### config.mk
export PLATFORM = sky130hd
export DESIGN_NAME = zion_rc_skid_buffer
export DESIGN_NICKNAME = d
export VERILOG_FILES = /design/src/rtl/zion_rc_skid_buffer.sv
export SDC_FILE = /design/constraint.sdc
export NUM_CORES = 1
export LEC_CHECK = 0
export ABC_AREA = 1
export BUFFER_PORTS_ARGS = -buffer_cell sky130_fd_sc_hd__buf_4
export CAP_MARGIN = 20
export CORE_MARGIN = 4
export CORE_UTILIZATION = 35
export DETAILED_ROUTE_END_ITERATION = 6
export HOLD_SLACK_MARGIN = 0.05
export SLEW_MARGIN = 20
export SYNTH_ARGS = -nofsm -noshare
export SYNTH_HDL_FRONTEND = slang
export SYNTH_SLANG_ARGS = --single-unit
export TNS_END_PERCENT = 20
### constraint.sdc
create_clock -name clk -period 1.77 [get_ports clk]
set_input_delay 0.354 -clock clk [delete_from_list [all_inputs] [get_ports clk]]
set_output_delay 0.354 -clock clk [all_outputs]
set_load 0.005 [all_outputs]
### src/rtl/zion_rc_skid_buffer.sv
// rtl/zion_rc_skid_buffer.sv - two-entry registered valid/ready pipeline slice
// Main register drives oDat; the skid register catches the beat that lands while ready is falling.
module zion_rc_skid_buffer #(
    parameter int              WIDTH    = 8,
    parameter logic [WIDTH-1:0] INI_DATA = '0
) (
    input  logic             clk,
    input  logic             rst,
    input  logic             iVld,
    output logic             iRdy,
    input  logic [WIDTH-1:0] iDat,
    output logic             oVld,
    input  logic             oRdy,
    output logic [WIDTH-1:0] oDat
);

    if (WIDTH < 1) begin : g_bad_width
`ifdef CHECK_ERR_EXIT
        $fatal(1, "zion_rc_skid_buffer: WIDTH must be >= 1");
`else
        $error("zion_rc_skid_buffer: WIDTH must be >= 1");
`endif
    end

    typedef enum logic [1:0] {
        EMPTY = 2'd0,
        BUSY  = 2'd1,
        FULL  = 2'd2
    } state_t;

    state_t           state;
    state_t           next_state;
    logic [WIDTH-1:0] main_q;
    logic [WIDTH-1:0] skid_q;
    logic             irdy_q;
    logic             in_beat;
    logic             out_beat;
    logic             load_main;
    logic             load_skid;
    logic             main_from_skid;

    assign in_beat  = iVld & irdy_q;
    assign out_beat = oVld & oRdy;

    always_ff @(posedge clk) begin
        if (!rst) begin
            state  <= EMPTY;
            irdy_q <= 1'b0;
            main_q <= INI_DATA;
            skid_q <= INI_DATA;
        end else begin
            state  <= next_state;
            // Ready is a flop: it looks one state ahead so it drops on the edge that fills the skid.
            irdy_q <= (next_state != FULL);
            if (load_main) begin
                main_q <= iDat;
            end else if (main_from_skid) begin
                main_q <= skid_q;
            end
            if (load_skid) begin
                skid_q <= iDat;
            end
        end
    end

    always_comb begin
        next_state     = state;
        load_main      = 1'b0;
        load_skid      = 1'b0;
        main_from_skid = 1'b0;
        case (state)
            EMPTY: begin
                if (in_beat) begin
                    next_state = BUSY;
                    load_main  = 1'b1;
                end
            end
            BUSY: begin
                if (in_beat && out_beat) begin
                    load_main = 1'b1;
                end else if (in_beat) begin
                    next_state = FULL;
                    load_skid  = 1'b1;
                end else if (out_beat) begin
                    next_state = EMPTY;
                end
            end
            FULL: begin
                if (out_beat) begin
                    next_state     = BUSY;
                    main_from_skid = 1'b1;
                end
            end
            default: next_state = EMPTY;
        endcase
    end

    always_comb begin
        oVld = (state != EMPTY);
        iRdy = irdy_q;
        oDat = main_q;
    end

endmodule

== After elaboration in Yosys (flattened, before gate mapping) ==
Cells that the tools add are included.
Word-level totals
  register bits: 19
  bits of input ports: 12
  output and inout port bits: 10
  logic and storage cells: 28
Operators by class
  eq/ne operators: 3
  muxes and demuxes: 15
  bitwise gates (word level): 2
  reductions and logical operators: 4
Operators by type and width (number)
  two-way mux 8 bit: 2
  two-way mux 2 bit: 5
  two-way mux 1 bit: 6
  one-hot mux 2 bit (3 select lines): 1
  nonzero test 2 bit: 2
  AND 1 bit: 2
  equality test 2 x 1 -> 1 bit (second input constant): 1
  equality test 2 bit (second input constant): 1
  zero test 2 bit: 1
  != test 2 bit (second input constant): 1
  one-hot mux 1 bit (2 select lines): 1
  logical AND 1 bit: 1

== Logic depth before layout (Yosys ltp) ==
Gate-level depths: netlist of the first run.
  depth after elaboration: 7
  depth in mapped cells: 7
  mapped depth without buffers: 7

== Least setup slack after synthesis of the first run ==
No wires, ideal clock.
  kind: input to register
  start: input port oRdy
  end: register main_q[0] (netlist: oDat[0])
  library setup time: 0.121 ns
  arrival time: 0.960 ns
  required time: 1.649 ns
  slack: 0.689 ns
  stages: 4
  path buffers: 1
  path through: clkbuf_1 > nand3_4 > nand3_1 > a21oi_1
Between the ends
  word-level cells in the longest chain between the ends: 5
  elaborated cells between the ends (all ways): 8
  classes of those cells: mux: 5; bitwise: 1; reduce/logical: 2
Ends and longest elaborated chain
  from (decl): RTL line 13  | input logic oRdy,
  AND 1 bit *: RTL line 43  | assign out_beat = oVld & oRdy;
  logical AND 1 bit: RTL line 79  | if (in_beat && out_beat) begin
  two-way mux 1 bit: RTL line 79
  one-hot mux 1 bit (2 select lines): RTL line 71  | case (state)
  two-way mux 8 bit / nonzero test 2 bit (equally long branches)
  to (signal assigned): RTL line 56  | main_q <= iDat;
  to (signal assigned): RTL line 58  | main_q <= skid_q;
  to (decl): RTL line 33  | logic [WIDTH-1:0] main_q;
Every way passes the cells marked *; elsewhere a longest branch is shown, timed or not.
A chain may end at the register's enable or synchronous reset.

== Worst setup path in the final report of the first run ==
  start: register state[1]
  end: output port oVld
Between the ends
  word-level cells in the longest chain between the ends: 1
Ends and longest elaborated chain
  from (decl): RTL line 31  | state_t state;
  from (signal assigned): RTL line 52  | state <= next_state;
  nonzero test 2 bit: RTL line 99  | oVld = (state != EMPTY);
  to (decl): RTL line 12  | output logic oVld,
Every way passes these cells.

==> flow_summary.yaml, run 1 <==
worst_setup_path:
  slowest_delay_ps: 460
  crit_type: "register to primary output"
  cp_max_fo: 11
  crit_chain: "buf_4, nor2_1, inv_1, buf_4"
  cpMostUsedCell: "buf_4"
  startpoint_type: "register"
  cp.arrival_ps: 1190
  r2r_slack_ps: 530
  crit_slowest_cell: "dfxtp_1"
  crit_required_ps: 1420
  crit_path_end_kind: "primary output"
yosys:
  netlist_instances: 122
  synth_area_per_cell_um2: 7.37
  synth.area.top_cells: "dfxtp_1, nand3_1, nor2_1, nand2_1, nand4_1"
  yosysTopAreaCell: "dfxtp_1"
  yosysTopAreaCellShare_pct: 42.3
  synth_seq_area_share_pct: 42.3
  yosys_warnings: 0
  syn_nets: 134
  syn_area_um2: 900
  ys_seq_elements: 19
  synth.distinct_cells: 20
detailed_routing:
  ant_nets: 0
  num_vias: 869
  drt-pass1-iter-count: 4
  vias_per_cell: 4.99
  post-route-drc-count: 0
  wl_um: 2010
  initialDrtViolationCount: 30
  detail_route.wl_per_cell_um: 11.6
sta:
  setup_viol: 0
  min_period_over_period_pct: 87.4
  worst_pin_slew_ps: 295
  period_minus_slack_ps: 1550
  finalMaxSlewViolations: 0
  skew_ps: 1.18
  rsz0062_at_grt: "false"
  tns_ps: 0
  hold_viol_final: 0
  maxSlewHeadroom_pct: 80.2
  hold_slack_ps: 292
  clock.fmax_mhz: 647
clock_network:
  cts_sinks: 19
  cts_hold_buf: 0
  clock_path_buffers: 2
  htreeDepth: 1
  cts-resized-gates: 0
  cts_made_buffers: 3
  postCtsSetupBuffers: 0
  cts_root_buf: "clkbuf_4"
  insertion_delay_ps: 300
  cts_tree: "built"
  clk_pin_slew_ps: 110
grt:
  grt_pass1_vias: 742
  grt_pass1_wl_um: 3270
  gr-total-overflow: 0
  antenna_found_initial: 0
  grt_usage_pct: 12.6
  grt_max_degree: 18
final_layout:
  finalInstanceArea_mm2: 0.00110
  syn2layout_area_growth_pct: 22.7
  fillers: 261
  drive_gt1_share_pct: 23.6
  antenna_cells: 0
  nets: 157
floorplanning:
  die_w_um: 58.7
  dieArea_mm2: 0.00345
  core_area_mm2: 0.00245
  start_util_pct: 36.6
  die_h_um: 58.7
  rows: 18
  num_io_pins: 22
status:
  status: "finished, final reports clean"
placed_design:
  place_congestion: 0.816
  dpl.hpwl_um: 1550
  io_buffers: 21
  place_area_mm2: 0.00108
pwr:
  powerDensity_mw_per_mm2: 733
  p_leak_uw: 0.000512
  ir_worst_vdd_uv: 427
min_path:
  hold_path.class: "input pin to register"
flow_run:
  cap_viol_max_count: 0
[synthesized netlist by cell type]
cell and instances:
a21oi_1 8, a31oi_1 1, and2_1 1, buf_4 1, buf_6 1, clkbuf_1 2
clkinv_1 1, dfxtp_1 19, inv_1 12, inv_2 2, nand2_1 16, nand2_2 2
nand2_4 2, nand3_1 16, nand3_4 1, nand4_1 9, nor2_1 18, nor2_8 1
o21ai_1 8, o31ai_1 1
[critical path, delay by kind of cell (launching register included)]
family / cells / cell delay, ps
and+or+nand+nor: 1 / 60
buffers and inverters: 3 / 380
DFF: 1 / 460
[area by class of cell]
type | instances | area [um2] | share of cell area [%]
inverter | 15 | 56.3 | 5.10
multi-input combinational | 84 | 437 | 39.6
timing repair buffer | 22 | 165 | 15.0
clock buffer | 3 | 22.5 | 2.04
sequential | 19 | 380 | 34.5
tap | 30 | 37.5 | 3.40
clock inverter | 1 | 5.00 | 0.454
[where the power goes]
part	switching [uW]	total (uW)	internal (uW)
Combinational	67.0	126	59.3
Sequential	11.6	458	446
Clock	140	224	84.4
Total	219	808	590
[through the flow]
step / setup slack (ps) / util (%) / std cells / total power, uW
after global placement: 457 / 43.8 / 170 / 594
after floorplan: 689 / - / 122 / 539
after detailed placement: 423 / 43.8 / 170 / 596
after CTS: 217 / 45.0 / 174 / 819
final: 224 / 45.0 / 174 / 808
after global routing: 147 / 45.0 / 174 / 850
[placed cells by master (no fill, tap or decap), types with 2 or more instances in the layout]
master / n
buf_4: 22
dfxtp_1: 19
nor2_1: 18
nand2_1: 16
nand3_1: 16
inv_1: 12
nand4_1: 9
a21oi_1: 8
o21ai_1: 8
clkbuf_4: 3
nand2_2: 2
nand2_4: 2
inv_2: 2
[sequential cells by signal, indices dropped and copies added (netlist names)]
name,flops
oDat,8
state,2
skid_q,8
iRdy,1
[final timing paths]
kind                              from                      to  depth (start not counted)
setup reg to reg   state[1]$_SDFF_PN0_     state[1]$_SDFF_PN0_                          4
hold / removal                 iDat[7]  skid_q[7]$_SDFFE_PN0P_                          3
hold reg to reg   oDat[7]$_SDFFE_PN0P_    oDat[7]$_SDFFE_PN0P_                          2
setup / recovery   state[1]$_SDFF_PN0_                    oVld                          4
[logic make-up after synthesis]
family	share of synthesized area, %
simple gates	38.1
flops	42.3
buf+inv	9.18
compound gates	10.4
[routing by layer]
layer	vias up	GRT usage, %	share of wire [%]
li1	452	-	-
met1	392	15.9	47
met2	20	18.8	44
met3	5	2.85	5.9
met4	0	8.74	2.6
met5	-	0	0
(Power assumes the default switching activity.)
==> inputs of run 2 (changes only) <==
--- a/config.mk
+++ b/config.mk
@@ -8,7 +8,7 @@
 export ABC_AREA = 1
 export BUFFER_PORTS_ARGS = -buffer_cell sky130_fd_sc_hd__buf_4
 export CAP_MARGIN = 20
-export CORE_MARGIN = 4
+export CORE_MARGIN = 1.5
 export CORE_UTILIZATION = 35
 export DETAILED_ROUTE_END_ITERATION = 6
 export HOLD_SLACK_MARGIN = 0.05
==> flow_summary.yaml, run 2 (same netlist as run 1, synthesis figures left out) <==
clock_network:
  cts_hold_buf: 0
  cts_root_buf: "clkbuf_4"
  cts_sinks: 19
  postCtsSetupBuffers: 0
  cts_made_buffers: 3
  clock_path_buffers: 2
  htreeDepth: 1
  insertion_delay_ps: 290
  clk_pin_slew_ps: 100
  cts-resized-gates: 0
  cts_tree: "built"
worst_setup_path:
  r2r-end: "state[1]$_SDFF_PN0_"
  r2r_slack_ps: 390
  crit_path_end_kind: "primary output"
  cp_max_fo: 12
  crit_type: "register to primary output"
  crit_required_ps: 1420
  startpoint_type: "register"
  rr_startpoint: "state[1]$_SDFF_PN0_"
  critPathCapture: "oVld"
  rr_worst_depth: 4
  cp.arrival_ps: 1230
  setup.worst_path.start: "state[1]$_SDFF_PN0_"
pwr:
  powerDensity_mw_per_mm2: 731
  p_leak_uw: 0.000504
  ir_worst_vdd_uv: 431
final_layout:
  layout_commonest_cell: "buf_4"
  drive_gt1_share_pct: 22.4
  antenna_cells: 0
  mostFrequentLayoutCells: "buf_4, dfxtp_1, nor2_1"
  fin_util_pct: 44.6
  nets: 156
  fillers: 269
  syn2layout_area_growth_pct: 21.7
grt:
  grt_max_degree: 18
  antenna_found_initial: 0
  grt_usage_pct: 16.0
  grt_pass1_vias: 803
  gr-total-overflow: 0
  grt_pass1_wl_um: 3310
sta:
  hold_viol_final: 0
  worst_pin_slew_ps: 563
  tns_ps: 0
  maxSlewHeadroom_pct: 62.4
  min_period_over_period_pct: 89.6
  rsz0062_at_grt: "false"
  finalMaxSlewViolations: 0
  period_minus_slack_ps: 1590
  setup_viol: 0
  skew_ps: 2.47
  clock.fmax_mhz: 631
status:
  status: "finished, final reports clean"
detailed_routing:
  post-route-drc-count: 0
  detail_route.wl_per_cell_um: 11.8
  num_vias: 850
  ant_nets: 0
  wl_um: 2050
  drt-pass1-iter-count: 4
  initialDrtViolationCount: 19
  vias_per_cell: 4.91
placed_design:
  dpl.hpwl_um: 1580
  io_buffers: 21
  place_congestion: 0.833
floorplanning:
  start_util_pct: 36.6
  die_h_um: 53.7
  dieArea_mm2: 0.00288
  num_io_pins: 22
  rows: 18
  die_w_um: 53.7
  core_area_mm2: 0.00245
min_path:
  hold_path.class: "input pin to register"
  worstHoldStart: "iDat[4]"
flow_run:
  cap_viol_max_count: 0
run 2: cell count changes in the layout (fill, tap and decap cells not counted), sizes merged:
cell | previous run | this run
buf | 22 | 21
clkinv | 2 | 1
clkbuf | 3 | 4
run 2: worst min path at each step:
stage / slack, ps / cells after the start / endpoint
after floorplan: 460 / 2 / skid_q[0]$_SDFFE_PN0P_
final: 300 / 3 / skid_q[4]$_SDFFE_PN0P_
after global placement: 480 / 2 / oDat[1]$_SDFFE_PN0P_
after CTS: 300 / 3 / skid_q[0]$_SDFFE_PN0P_
after global routing: 300 / 3 / skid_q[0]$_SDFFE_PN0P_
after detailed placement: 480 / 2 / oDat[6]$_SDFFE_PN0P_
run 2: cell type report:
type                       count  area, um2  share of cell area [%]
clock buffer                   4       26.3                    2.40
inverter                      15       56.3                    5.14
multi-input combinational     84        437                    39.9
sequential                    19        380                    34.7
tap                           30       37.5                    3.43
timing repair buffer          21        158                    14.4
run 2: worst max-delay path, stage by stage, from the launching register on:
cell and delay [ps]:
dfxtp_1 690, nor2_1 80, inv_1 70, buf_4 100
run 2: power by group:
group	internal (uW)	switching (uW)
Clock	87.8	128
Sequential	446	13.0
Combinational	58.9	66.6
run 2: per-stage QoR:
stage	std cells	cell area (um2)	hold slack [ps]	power, uW	setup WS [ps]
final	173	1090	299	800	184
after global routing	173	1090	297	844	96.8
after CTS	173	1090	295	810	186
after detailed placement	169	1070	485	596	410
after global placement	169	1070	478	594	465
after floorplan	122	900	456	539	689
run 2: routing by layer:
layer | vias up | track usage (%) | wire length (um) | share of wire, %
met5 | - | 0 | 0 | 0
met4 | 0 | 7.69 | 29 | 1.4
met3 | 4 | 2.50 | 77 | 3.8
met2 | 14 | 25.6 | 987 | 48
met1 | 383 | 20.7 | 954 | 47
li1 | 449 | - | - | -
